==> src/rtl/constants_pkg.sv <==
// -----------------------------------------------------------------------------
// constants_pkg
// Shared types and constants for the peripheral bus fabric.
//   word_t         : bus data word
//   CMD_NOP        : command code meaning "no operation"
//   ERR_*          : response error codes returned to the master
//   router_state_t : bus_router control states
//   request_t      : master request as latched by bus_router
// -----------------------------------------------------------------------------
package constants_pkg;

   typedef logic [15:0] word_t;

   localparam logic [3:0] CMD_NOP     = 4'h0;
   localparam logic [3:0] ERR_NONE    = 4'h0;
   localparam logic [3:0] ERR_BAD_ID  = 4'h1;
   localparam logic [3:0] ERR_TIMEOUT = 4'h2;

   typedef enum logic [2:0] {
      IDLE,
      WRITE,
      READ_ISSUE,
      READ_WAIT,
      RESP
   } router_state_t;

   typedef struct packed {
      word_t      data;
      logic [3:0] write_id;
      logic [3:0] read_id;
      logic [3:0] write_command;
      logic [3:0] read_command;
   } request_t;

endpackage

==> src/rtl/bus_timeout_counter.sv <==
// -----------------------------------------------------------------------------
// bus_timeout_counter
// Down-counter bounding how long the router waits for a slave read response.
//   clk, reset : clock, asynchronous active-high reset
//   load       : load the counter with TIMEOUT
//   dec        : decrement by one (saturates at zero)
//   expired    : high in the cycle where this decrement takes the count to 0
// -----------------------------------------------------------------------------
module bus_timeout_counter #(
   parameter int TIMEOUT = 15
) (
   input  logic clk,
   input  logic reset,
   input  logic load,
   input  logic dec,
   output logic expired
);

   localparam int CNT_W = $clog2(TIMEOUT + 1);

   logic [CNT_W-1:0] count;

   // NOTE: state registers use non-blocking assignments so every flop samples
   // the pre-edge value of every other flop, independent of block ordering.
   always_ff @(posedge clk or posedge reset) begin
      if (reset) begin
         count <= '0;
      end else if (load) begin
         count <= CNT_W'(TIMEOUT);
      end else if (dec && (count != '0)) begin
         count <= count - CNT_W'(1);
      end
   end

   // Flagging the 1->0 step lets the router respond on the edge that ends the
   // last waiting cycle, giving exactly TIMEOUT cycles in READ_WAIT.
   assign expired = dec && (count == CNT_W'(1));

endmodule

==> src/rtl/bus_router.sv <==
// -----------------------------------------------------------------------------
// bus_router
// Routes one master transaction at a time (write, read, or write then read) to
// NUM_SLAVES peripheral ports and returns read data or an error to the master.
//   clk, reset        : clock, asynchronous active-high reset
//   m_i_data/m_i_valid: master write data and request strobe (taken when idle)
//   m_write_id/_command, m_read_id/_command : request targets and commands
//   m_o_data/m_o_valid/m_error : one-cycle response to the master
//   m_busy            : transaction in progress
//   s_o_data/s_o_valid/s_command : per-slave command outputs
//   s_i_data/s_i_valid/s_error   : per-slave read responses
// All outputs are registered; data/command/error fields are 0 when their
// strobe is low.
// -----------------------------------------------------------------------------
module bus_router
   import constants_pkg::*;
#(
   parameter int NUM_SLAVES = 4,
   parameter int TIMEOUT    = 15
) (
   input  logic                           clk,
   input  logic                           reset,
   input  word_t                          m_i_data,
   input  logic                           m_i_valid,
   input  logic [3:0]                     m_write_id,
   input  logic [3:0]                     m_read_id,
   input  logic [3:0]                     m_write_command,
   input  logic [3:0]                     m_read_command,
   output word_t                          m_o_data,
   output logic                           m_o_valid,
   output logic [3:0]                     m_error,
   output logic                           m_busy,
   output word_t [NUM_SLAVES-1:0]         s_o_data,
   output logic  [NUM_SLAVES-1:0]         s_o_valid,
   output logic  [NUM_SLAVES-1:0][3:0]    s_command,
   input  word_t [NUM_SLAVES-1:0]         s_i_data,
   input  logic  [NUM_SLAVES-1:0]         s_i_valid,
   input  logic  [NUM_SLAVES-1:0][3:0]    s_error
);

   localparam int IDX_W = (NUM_SLAVES > 1) ? $clog2(NUM_SLAVES) : 1;

   function automatic logic id_ok(input logic [3:0] id);
      return int'(id) < NUM_SLAVES;
   endfunction

   // Only meaningful after id_ok() has accepted the id.
   function automatic logic [IDX_W-1:0] idx(input logic [3:0] id);
      return id[IDX_W-1:0];
   endfunction

   router_state_t state;
   request_t      req;
   logic          tmo_load;
   logic          tmo_dec;
   logic          tmo_expired;

   assign tmo_load = (state == READ_ISSUE) && id_ok(req.read_id);
   assign tmo_dec  = (state == READ_WAIT);

   bus_timeout_counter #(
      .TIMEOUT (TIMEOUT)
   ) u_timeout (
      .clk     (clk),
      .reset   (reset),
      .load    (tmo_load),
      .dec     (tmo_dec),
      .expired (tmo_expired)
   );

   // Slave strobes are registered on the edge that enters WRITE / READ_ISSUE,
   // so the strobe is visible during the cycle named after that state.
   always_ff @(posedge clk or posedge reset) begin
      if (reset) begin
         state     <= IDLE;
         req       <= '0;
         m_o_data  <= '0;
         m_o_valid <= 1'b0;
         m_error   <= ERR_NONE;
         m_busy    <= 1'b0;
         s_o_data  <= '0;
         s_o_valid <= '0;
         s_command <= '0;
      end else begin
         // NOTE: every strobe and payload defaults to 0 each cycle; a later
         // non-blocking assignment in the same block overrides the default.
         m_o_data  <= '0;
         m_o_valid <= 1'b0;
         m_error   <= ERR_NONE;
         s_o_data  <= '0;
         s_o_valid <= '0;
         s_command <= '0;

         case (state)
            IDLE: begin
               if (m_i_valid) begin
                  req <= '{data:          m_i_data,
                           write_id:      m_write_id,
                           read_id:       m_read_id,
                           write_command: m_write_command,
                           read_command:  m_read_command};
                  if (m_write_command != CMD_NOP) begin
                     state  <= WRITE;
                     m_busy <= 1'b1;
                     if (id_ok(m_write_id)) begin
                        s_o_valid[idx(m_write_id)] <= 1'b1;
                        s_command[idx(m_write_id)] <= m_write_command;
                        s_o_data[idx(m_write_id)]  <= m_i_data;
                     end
                  end else if (m_read_command != CMD_NOP) begin
                     state  <= READ_ISSUE;
                     m_busy <= 1'b1;
                     if (id_ok(m_read_id)) begin
                        s_o_valid[idx(m_read_id)] <= 1'b1;
                        s_command[idx(m_read_id)] <= m_read_command;
                     end
                  end
               end
            end

            WRITE: begin
               if (!id_ok(req.write_id)) begin
                  // A bad write target cancels the whole request.
                  state     <= RESP;
                  m_o_valid <= 1'b1;
                  m_error   <= ERR_BAD_ID;
               end else if (req.read_command != CMD_NOP) begin
                  state <= READ_ISSUE;
                  if (id_ok(req.read_id)) begin
                     s_o_valid[idx(req.read_id)] <= 1'b1;
                     s_command[idx(req.read_id)] <= req.read_command;
                  end
               end else begin
                  state     <= RESP;
                  m_o_valid <= 1'b1;
               end
            end

            READ_ISSUE: begin
               if (!id_ok(req.read_id)) begin
                  state     <= RESP;
                  m_o_valid <= 1'b1;
                  m_error   <= ERR_BAD_ID;
               end else begin
                  state <= READ_WAIT;
               end
            end

            READ_WAIT: begin
               // A response in the expiring cycle still wins over the timeout.
               if (s_i_valid[idx(req.read_id)]) begin
                  state     <= RESP;
                  m_o_valid <= 1'b1;
                  m_o_data  <= s_i_data[idx(req.read_id)];
                  m_error   <= s_error[idx(req.read_id)];
               end else if (tmo_expired) begin
                  state     <= RESP;
                  m_o_valid <= 1'b1;
                  m_error   <= ERR_TIMEOUT;
               end
            end

            RESP: begin
               state  <= IDLE;
               m_busy <= 1'b0;
            end

            default: begin
               state  <= IDLE;
               m_busy <= 1'b0;
            end
         endcase
      end
   end

endmodule

==> config.mk <==
export PLATFORM = sky130hd
export DESIGN_NAME = bus_router
export DESIGN_NICKNAME = d
export VERILOG_FILES = /design/src/rtl/constants_pkg.sv /design/src/rtl/bus_timeout_counter.sv /design/src/rtl/bus_router.sv
export SDC_FILE = /design/constraint.sdc
export NUM_CORES = 1
export LEC_CHECK = 0
export CAP_MARGIN = 40
export CORE_MARGIN = 5
export CORE_UTILIZATION = 35
export CTS_CLUSTER_DIAMETER = 60
export DETAILED_ROUTE_END_ITERATION = 16
export PLACE_DENSITY = 0.73
export REMOVE_ABC_BUFFERS = 1
export SLEW_MARGIN = 5
export SYNTH_ARGS = -nofsm -noshare
export SYNTH_HDL_FRONTEND = slang
export SYNTH_SLANG_ARGS = --single-unit
==> constraint.sdc <==
create_clock -name clk -period 4 [get_ports clk]
set_input_delay 0.6 -clock clk [delete_from_list [all_inputs] [get_ports clk]]
set_output_delay 0.6 -clock clk [all_outputs]
set_load 0.03 [all_outputs]
== Word-level counts from Yosys, hierarchy flattened ==
Index checks and enable logic that the tools add are counted.

* Logic and storage cells: 127
* Input port bits: 119
* Flip-flop bits (word level): 125
* Output and inout bits: 106

* $lt $le $gt $ge: 10
* Reduce and logical (&&, ||, !) cells: 16
* Add/subtract/negate cells: 1
* Eq/ne operators: 7
* Multiplexer cells: 70
* Bitwise operators: 5

{| class="wikitable"
|+ Operators by type and width
! kind !! count
|-
| $mux W64 || 4
|-
| $mux W16 || 12
|-
| $and A64 B64 Y64 || 1
|-
| $mux W4 || 15
|-
| $and A16 B16 Y16 || 3
|-
| $bmux W16 S2 || 1
|-
| $demux W16 S2 || 1
|-
| $pmux W16 S2 || 1
|-
| $demux W4 S2 || 3
|-
| $mux W3 || 8
|-
| $lt A4 B3 Y1 const B || 4
|-
| $reduce_bool A4 Y1 || 4
|-
| $mux W1 || 14
|-
| $pmux W3 S4 || 1
|-
| $pmux W4 S3 || 1
|-
| $lt A2 B3 Y1 const B || 3
|-
| $bmux W4 S2 || 1
|-
| $pmux W4 S2 || 1
|-
| $demux W1 S2 || 3
|-
| $eq A3 B2 Y1 const B || 2
|-
| $ge A2 B1 Y1 const B || 3
|-
| $logic_and A1 B1 Y1 || 6
|-
| $ne A3 B3 Y1 const B || 2
|-
| $reduce_and A3 Y1 || 2
|-
| 13 further kinds || 13
|}

== Depth between registers and ports, before layout ==
Gate-level depths: netlist of run 1.

* Depth in word-level cells: 10
* Depth in mapped cells: 7
* Depth with buffers taken out: 6

== By module ==
From an unflattened synthesis of run 1, not the netlist that was laid out.

* Cell total of the unflattened synthesis: 395
* Area total of the unflattened synthesis: 5220.0 um^2

{| class="wikitable"
|+ By module, submodules not included
! module !! instances !! seq. area each (um^2) !! area an instance (um^2) !! cells each
|-
| bus_router || 1 || 2977.9 || 4973.5 || 371
|-
| bus_timeout_counter || 1 || 100.1 || 246.5 || 24
|}

== Worst setup path before layout of run 1 ==
OpenSTA, ideal clock, no wires.

* Kind: register -> register
* Start: register state[2]
* End: register req[0] (netlist bit)
* Library setup time: 125 ps
* Path buffers: 3
* Cell stages (with the launch flop): 7
* Data required time: 3875 ps
* Period minus slack after synthesis: 1794 ps
* Arrival time: 1669 ps
* Path slack: 2206 ps
* Path through: dfrtp_1 buf_6 nor3_1 and2_1 buf_2 buf_2 mux2_2

* Longest elaborated chain between the ends: 2

{| class="wikitable"
|+ RTL lines
! element !! RTL line !! RTL
|-
| start, declared || bus_router.sv:52 || <nowiki>router_state_t state;</nowiki>
|-
| start signal, assigned || bus_router.sv:75 || <nowiki>state <= IDLE;</nowiki>
|-
| start signal, assigned || bus_router.sv:103 || <nowiki>state <= WRITE;</nowiki>
|-
| start signal, assigned || bus_router.sv:111 || <nowiki>state <= READ_ISSUE;</nowiki>
|-
| $logic_not A3 Y1 || bus_router.sv:94 || <nowiki>case (state)</nowiki>
|-
| $reduce_and A2 Y1 (no source line) || -- ||
|-
| end signal, assigned || bus_router.sv:97 || <nowiki>req <= '{data: m_i_data,</nowiki>
|-
| end, declared || bus_router.sv:53 || <nowiki>request_t req;</nowiki>
|}

No other way between the ends.
A chain may end at the register's enable or synchronous reset.

== Worst setup path after layout of run 1 ==
* Start: register state[2]
* End: register s_o_data[60] (netlist bit)

* Longest elaborated chain between the ends: 2

{| class="wikitable"
|+ RTL lines
! element !! RTL line !! RTL
|-
| $logic_not A3 Y1 || bus_router.sv:94 ||
|-
| $mux W64 || bus_router.sv:94 ||
|-
| end signal, assigned by index || bus_router.sv:108 || <nowiki>s_o_data[idx(m_write_id)] <= m_i_data;</nowiki>
|-
| end, declared || bus_router.sv:33 || <nowiki>output word_t [NUM_SLAVES-1:0] s_o_data,</nowiki>
|}

No other way between the ends.

==> results.yml, run 1 <==
hold_path:
  hp-class: "reg2reg"
  hold_depth: 1
  min-delay-start: "req[10]$_DFFE_PP0P_"
route:
  vias: 4192
  wirelength_mm: 15.0
  drtPass1Iterations: 6
  vias_per_cell: 5.09
  ant_nets: 0
  route.detailed.drc: 0
  wl_per_cell_um: 18.2
  dr.first_iter.drc_count: 344
global_routing:
  grt_pass1_wl_mm: 22.9
  grt_use_met2: 0.303
  grt_max_degree: 67
  track_usage: 0.180
  overflow: 0
  grt-busiest-layer: "met2"
  grt.met3_usage: 0.0528
  grtUsageMet1: 0.220
  grt_pass1_vias: 4342
  antenna_found_initial: 0
critical_path:
  critPathBufInv: 0
  cp_slowest_stage_delay_ns: 0.65
  path_class: "reg2reg"
  worst-path-stages: 4
  crit_fanout: 18
  crit_chain: "nor3_1 > and2_1 > nand2_1 > nor2_1"
  crit_path_end_kind: "flop"
  worst_ep_arrival_time_ns: 2.91
  regToRegStartpoint: "state[2]$_DFFE_PP0P_"
  cp_top_family: "simple AND/OR/NAND/NOR gates"
  crit_path_top_delay_cell: "and2_1"
  cp.required_ns: 4.33
  worstRegToRegCells: 4
  critPathLaunch: "state[2]$_DFFE_PP0P_"
  startpoint_type: "flop"
synthesis:
  async_flop_share: 1.00
  synth-main-ff-cell: "dfrtp_1"
  syn_inst: 401
  syn_avg_cell_area_um2: 12.4
  ys_warn_count: 0
  ys_types: 40
  synth_top_area_frac: 0.620
  seq_area_frac_synth: 0.620
  yosys.area.top_type: "dfrtp_1"
  synthTopCellsByArea: "dfrtp_1, mux4_2, nor2_1"
  synth_area_um2: 4960
  synth_seq_cells: 123
  synth_edf_count: 0
die:
  core-area_um2: 13900
  ios: 225
  die_y_um: 129
  initial_core_util: 0.357
  fp.dieW_um: 129
  rows: 43
  dieArea_um2: 16700
timing:
  slew_headroom: 0.395
  finalHoldViolCount: 0
  setup_violations: 0
  fin_tns_setup_ns: 0
  worst_pin_slew_ns: 0.908
  rsz0062_at_grt: "false"
  min_period_ns: 2.58
  timing.final.crit_share: 0.646
  holdWs_ns: 0.530
  slew_violations: 0
  clock_skew_ns: 0.00716
  fmax_mhz: 387
clock_network:
  holdBufCountCts: 0
  path_clk_slew_ns: 0.06
  cts-resized-gates: 0
  insertion_delay_ns: 0.41
  clockBufferDepth: 2
  cts_tree: "yes"
  cts_setup_buffers: 0
  h-tree-depth: 4
  clkSinkCount: 123
  cts_root_buffer: "clkbuf_16"
  numCtsBuffers: 17
pwr:
  p_total_mw: 4.26
  ir_worst_vdd_uv: 324
  leakage_nw: 3.53
  power.density_nw_per_um2: 529
final_layout:
  drive_gt1_frac: 0.121
  final_nets: 751
  insertedDiodeCount: 0
  syn_to_final_growth_pct: 62.3
  final_cell_mix: "clkdlybuf4s50_1, dfrtp_1, nor2_1"
  final_common_cell: "clkdlybuf4s50_1"
  finalNonFillerCells: 823
place:
  dpl.cell_count: 791
  hpwl_mm: 11.1
  port_buffers: 224
  gp_congestion: 0.848
job:
  max_cap_violations: 0
outcome:
  outcome: "completed"
-- metal layers --
metal,wire (um),up-vias
met5,0,-
met4,390,0
met3,1150,40
met2,7670,213
met1,5730,2032
li1,-,1907
-- kinds of logic after synthesis --
logic type,Yosys count,synth area share
simple gates,153,0.148
flops,123,0.620
compound gates,62,0.0782
mux,32,0.120
buf+inv,28,0.0265
fa+ha+maj,2,0.00504
xor+xnor,1,0.00177
-- cells in the mapped netlist, types with 4 or more instances --
library cell	number
a21oi_1	8
a31oi_1	17
and3_1	19
buf_2	6
clkbuf_1	13
dfrtp_1	123
inv_1	5
mux2_2	10
mux4_2	21
nand2_1	28
nand3_1	4
nor2_1	71
nor4_1	4
nor4b_1	4
o21ai_0	11
o22ai_1	14
o2bb2ai_1	5
or4_1	4
-- per-stage QoR --
| stage | util | cell area, um^2 | worst slack (ns) |
|---|---|---|---|
| floorplan | - | 4850 | 0.129 |
| global placement | 0.531 | 7370 | 1.19 |
| detailed placement | 0.534 | 7410 | 1.14 |
| CTS | 0.580 | 8050 | 1.41 |
| global route | 0.580 | 8050 | 1.08 |
| finish | 0.580 | 8050 | 1.42 |
-- registers in the layout (all words and copies together), names as in the netlist --
register / flops
req: 10
s_o_data: 64
m_busy: 1
m_o_valid: 1
state: 3
m_o_data: 16
u_timeout.count: 4
s_command: 16
m_error: 4
s_o_valid: 4
-- cell type report --
class                           instances  area (um^2)
Multi-Input combinational cell        250         1760
Tap cell                              180          225
Timing Repair Buffer                  233         2320
Fill cell                            1125         5830
Clock buffer                           19          453
Sequential cell                       123         3080
Inverter                                5         21.3
Clock inverter                         13          190
-- path summary, 6_finish.rpt --
check	end	slack (ns)
max in group asynchronous	s_command[1]$_DFF_PP0_	2.54
min in group asynchronous	s_o_data[25]$_DFF_PP0_	0.67
worst max-delay path	s_o_data[60]$_DFF_PP0_	1.42
worst min register to register	req[10]$_DFFE_PP0P_	0.53
worst max register to register	s_o_data[60]$_DFF_PP0_	1.42
worst min-delay path	req[10]$_DFFE_PP0P_	0.53
-- power breakdown --
group	switching (mW)	internal [mW]	leakage [nW]
combinational	0.564	0.562	1.55
sequential	0.127	1.38	1.68
clock	0.553	1.08	0.302
No activity file was read; power rests on OpenSTA's default activity.
==> inputs of run 2 (changes only) <==
--- a/config.mk
+++ b/config.mk
@@ -10,7 +10,7 @@
 export CORE_UTILIZATION = 35
 export CTS_CLUSTER_DIAMETER = 60
 export DETAILED_ROUTE_END_ITERATION = 16
-export PLACE_DENSITY = 0.73
+export PLACE_DENSITY = 0.7
 export REMOVE_ABC_BUFFERS = 1
 export SLEW_MARGIN = 5
 export SYNTH_ARGS = -nofsm -noshare
==> constraint.sdc (replaced) <==
create_clock -name clk -period 2.4 [get_ports clk]
set_input_delay 0.36 -clock clk [delete_from_list [all_inputs] [get_ports clk]]
set_output_delay 0.36 -clock clk [all_outputs]
set_load 0.03 [all_outputs]
==> run 2 against run 1 <==
Effect of this change: die area is the same; sequential share of layout area is the same; count of clock-buffer cells in the layout grew 1; sequential power up 68%; non-clock buffer count up 8; sequential cell count unchanged; worst hold slack lost 0.098 ns; clock power is 50% higher; utilization did not move; first-iteration DRC count is 14% lower.
==> results.yml, run 2 (synthesis results as in run 1) <==
place:
  gp_congestion: 0.878
  dp_slack_ns: 0.213
  placed_area_um2: 7480
  hpwl_mm: 11.4
  port_buffers: 224
clock_network:
  cts_tree: "yes"
  numCtsBuffers: 17
  cts-resized-gates: 0
  holdBufCountCts: 0
  insertion_delay_ns: 0.41
  clkSinkCount: 123
  h-tree-depth: 4
  cts_root_buffer: "clkbuf_16"
  clockBufferDepth: 2
  path_clk_slew_ns: 0.06
  cts_setup_buffers: 0
critical_path:
  crit_path_end_kind: "flop"
  cp_slowest_stage_delay_ns: 0.52
  crit_chain: "or3b_1 > nor3_1 > nand2_1 > o22ai_1"
  worst_ep_arrival_time_ns: 2.35
  crit_path_top_delay_cell: "nor3_1"
  critPathBufInv: 0
  cp_top_family: "simple AND/OR/NAND/NOR gates"
  startpoint_type: "flop"
  crit_fanout: 9
  path_class: "reg2reg"
  cp.required_ns: 2.72
final_layout:
  reg.largest.list: "s_o_data: 64 flops, m_o_data: 16 flops, s_command: 16 flops"
  drive_gt1_frac: 0.131
  final_cell_mix: "clkdlybuf4s50_1, dfrtp_1, nor2_1"
  fin_area_um2: 8050
  fin_util: 0.580
  area.sequential_um2: 3080
  syn_to_final_growth_pct: 62.3
  insertedDiodeCount: 0
  max_flop_register: "s_o_data"
  multi_input_area_um2: 1760
  largest_reg_flops: 64
  final.fill_count: 1113
  final_common_cell: "clkdlybuf4s50_1"
  final_nets: 759
job:
  max_cap_violations: 0
route:
  vias_per_cell: 4.95
  dr.first_iter.drc_count: 296
  wirelength_mm: 15.3
  route.detailed.drc: 0
  ant_nets: 0
  vias: 4114
  drtPass1Iterations: 5
  wl_per_cell_um: 18.4
die:
  die_y_um: 129
  rows: 43
  ios: 225
  fp.dieW_um: 129
  dieArea_um2: 16700
  initial_core_util: 0.357
  core-area_um2: 13900
timing:
  timing.final.crit_share: 0.846
  fmax_mhz: 493
  fin_ws_ns: 0.371
  rsz0062_at_grt: "false"
  slew_violations: 0
  setup_violations: 0
  clock_skew_ns: 0.00736
  slew_headroom: 0.541
  fin_tns_setup_ns: 0
  min_period_ns: 2.03
  worst_pin_slew_ns: 0.681
  finalHoldViolCount: 0
  holdWs_ns: 0.432
global_routing:
  antenna_found_initial: 0
  grt_max_degree: 124
  track_usage: 0.187
  grt_pass1_vias: 4316
  overflow: 0
  grt_pass1_wl_mm: 23.7
pwr:
  power.density_nw_per_um2: 857
  leakage_nw: 3.55
  ir_worst_vdd_uv: 564
hold_path:
  hp-class: "in2async"
outcome:
  outcome: "completed"
## run 2: cell types whose count changed in the layout (fill, tap and decap cells not counted), moves of 2 or more
cell,before,now
buf_4,4,15
bufinv_16,4,2
clkbuf_1,0,2
clkinv_2,1,5
inv_6,2,0
## run 2: worst paths after layout
| check | startpoint | slack [ns] | end | cells past startpoint |
|---|---|---|---|---|
| min in group clk | req[11]$_DFFE_PP0P_ | 0.53 | req[11]$_DFFE_PP0P_ | 1 |
| max in group asynchronous | reset | 1.44 | s_o_data[46]$_DFF_PP0_ | 3 |
| worst max-delay path | state[2]$_DFFE_PP0P_ | 0.37 | s_command[8]$_DFF_PP0_ | 4 |
| worst min-delay path | reset | 0.43 | m_o_data[7]$_DFF_PP0_ | 3 |
| worst min register to register | req[11]$_DFFE_PP0P_ | 0.53 | req[11]$_DFFE_PP0P_ | 1 |
| worst max register to register | state[2]$_DFFE_PP0P_ | 0.37 | s_command[8]$_DFF_PP0_ | 4 |
## run 2: report_power, final
part           internal [mW]  switching [mW]  total [mW]
Sequential              2.30           0.229        2.53
Combinational           1.00           0.932        1.93
Clock                   1.54           0.900        2.44
## run 2: layer usage
| layer | routed length, um | vias up | track usage | share of wire |
|---|---|---|---|---|
| met5 | 0 | - | 0 | 0 |
| met4 | 258 | 0 | 0.0562 | 0.017 |
| met3 | 878 | 21 | 0.0445 | 0.058 |
| met2 | 7880 | 160 | 0.318 | 0.52 |
| met1 | 6240 | 2017 | 0.238 | 0.41 |
| li1 | - | 1916 | - | - |
## run 2: metrics by stage
stage	cells	power, mW
final	831	6.90
after global routing	831	7.25
after CTS	831	6.95
after detailed placement	799	4.49
after global placement	799	4.45
after floorplan	378	3.70
## run 2: worst register-to-register path, stage by stage (launching register included)
cell and delay, ns:
dfrtp_1 0.48, or3b_1 0.43, nor3_1 0.52, nand2_1 0.27, o22ai_1 0.25
## run 2: area by class of cell
type | instances | area share
Clock buffer | 20 | 0.0555
Timing Repair Buffer | 241 | 0.297
Clock inverter | 12 | 0.0154
Inverter | 5 | 0.00264
Multi-Input combinational cell | 250 | 0.219
Sequential cell | 123 | 0.382
Tap cell | 180 | 0.0280
==> inputs of run 3 (changes only) <==
==> constraint.sdc (replaced) <==
create_clock -name clk -period 2.11 [get_ports clk]
set_input_delay 0.3165 -clock clk [delete_from_list [all_inputs] [get_ports clk]]
set_output_delay 0.3165 -clock clk [all_outputs]
set_load 0.03 [all_outputs]
==> run 3 against run 2 <==
Effect of this change: count of clock-buffer cells in the layout increased by 2; clock skew increased by 0.00052 ns; maximum frequency increased by 7.9%; critical path depth unchanged; non-clock buffer count increased by 18; final area increased by 2.5%; critical path type unchanged; critical endpoint is now s_command[5]$_DFF_PP0_.
==> results.yml, run 3 (synthesis results as in run 1) <==
global_routing:
  overflow: 0
  track_usage: 0.191
  grt_pass1_wl_mm: 24.2
  grt_pass1_vias: 4433
  grt_max_degree: 61
  antenna_found_initial: 0
timing:
  finalHoldViolCount: 0
  rsz0062_at_grt: "false"
  min_period_ns: 1.88
  slew_headroom: 0.561
  fmax_mhz: 531
  worst_pin_slew_ns: 0.651
  setup_violations: 0
  clock_skew_ns: 0.00788
  holdWs_ns: 0.163
  slew_violations: 0
  timing.final.crit_share: 0.892
route:
  wl_per_cell_um: 18.7
  route.detailed.drc: 0
  drtPass1Iterations: 4
  vias_per_cell: 4.98
  dr.first_iter.drc_count: 260
  vias: 4227
  wirelength_mm: 15.9
  ant_nets: 0
critical_path:
  regToRegStartpoint: "state[2]$_DFFE_PP0P_"
  endpoint: "s_command[5]$_DFF_PP0_"
  path_class: "reg2reg"
  cp_slowest_stage_delay_ns: 0.69
  worstRegToRegCells: 4
  worst_ep_arrival_time_ns: 2.20
  startpoint_type: "flop"
  reg2reg_slack_ns: 0.23
  reg2reg_to: "s_command[5]$_DFF_PP0_"
  crit_fanout: 8
  crit_chain: "or3b_1 > or4_1 > nor2_2 > o2bb2ai_1"
  cp.required_ns: 2.43
  crit_path_top_delay_cell: "or4_1"
  critPathLaunch: "state[2]$_DFFE_PP0P_"
  crit_path_end_kind: "flop"
clock_network:
  h-tree-depth: 4
  cts_root_buffer: "clkbuf_16"
  cts-resized-gates: 0
  holdBufCountCts: 0
  cts_setup_buffers: 0
  numCtsBuffers: 17
  clkSinkCount: 123
  cts_tree: "yes"
  path_clk_slew_ns: 0.06
  clockBufferDepth: 2
  insertion_delay_ns: 0.41
final_layout:
  insertedDiodeCount: 0
  final_common_cell: "clkdlybuf4s50_1"
  largest_reg_flops: 64
  finalNonFillerCells: 849
  final_nets: 777
  max_flop_register: "s_o_data"
  final_cell_mix: "clkdlybuf4s50_1, dfrtp_1, nor2_1"
  area.sequential_um2: 3080
  drive_gt1_frac: 0.155
  multi_input_area_um2: 1760
  syn_to_final_growth_pct: 66.4
  reg.largest.list: "s_o_data: 64 flops, m_o_data: 16 flops, s_command: 16 flops"
  final.fill_count: 1125
  fin_util: 0.595
die:
  rows: 43
  ios: 225
  dieArea_um2: 16700
  fp.dieW_um: 129
  initial_core_util: 0.357
  core-area_um2: 13900
  die_y_um: 129
pwr:
  power.density_nw_per_um2: 991
  leakage_nw: 3.66
  ir_worst_vdd_uv: 642
hold_path:
  hp-class: "in2async"
place:
  hpwl_mm: 12.0
  gp_congestion: 0.884
  dpl.cell_count: 817
  port_buffers: 224
outcome:
  outcome: "completed"
job:
  max_cap_violations: 0
## run 3: changes by cell type in the layout (fill, tap and decap cells not counted), sizes merged
cell,previous run,this run
buf,17,35
clkinv,6,3
clkbuf,20,22
bufinv,2,3
## run 3: through the flow
stage	area [um^2]	power, mW	worst slack (ns)	setup TNS, ns
2_1_floorplan	4850	4.21	-1.48	-195.18
3_3_place_gp	7630	5.16	0.0518	0
3_5_place_dp	7630	5.21	0.0275	0
4_1_cts	8250	8.24	0.234	0
5_1_grt	8250	8.58	0.173	0
6_report	8250	8.18	0.229	0
## run 3: worst min-delay path by stage
stage / from / to / slack [ns]
6_report: reset / s_o_data[2]$_DFF_PP0_ / 0.16
4_1_cts: reset / s_o_data[2]$_DFF_PP0_ / 0.15
5_1_grt: reset / s_o_data[2]$_DFF_PP0_ / 0.16
3_5_place_dp: m_busy$_DFFE_PP0P_ / m_busy$_DFFE_PP0P_ / 0.52
3_3_place_gp: u_timeout.count[1]$_DFFE_PP0P_ / u_timeout.count[1]$_DFFE_PP0P_ / 0.51
2_1_floorplan: m_read_command[0] / req[0]$_DFFE_PP0P_ / 0.47
## run 3: per-layer routing
layer	global-route usage	vias to the layer above	wire (um)
met5	0	-	0
met1	0.241	2106	6550
li1	-	1947	-
met4	0.0667	0	330
met3	0.0441	26	844
met2	0.325	148	8120
## run 3: final cells by class
type                            count  share of cell area
Sequential cell                   123               0.373
Timing Repair Buffer              259               0.308
Multi-Input combinational cell    250               0.214
Clock buffer                       22              0.0587
Tap cell                          180              0.0273
Clock inverter                     10              0.0168
Inverter                            5             0.00258
## run 3: power breakdown
part           switching, mW  internal (mW)  total [mW]  leakage, nW
sequential             0.199           2.61        2.81         1.68
clock                   1.03           1.98        3.01        0.294
combinational           1.14           1.21        2.35         1.69
## run 3: critical path: cells and delay by family, from the launching register on
kind	cells	cell delay (ns)
flops	1	0.37
compound gates	1	0.14
simple gates	3	1.28
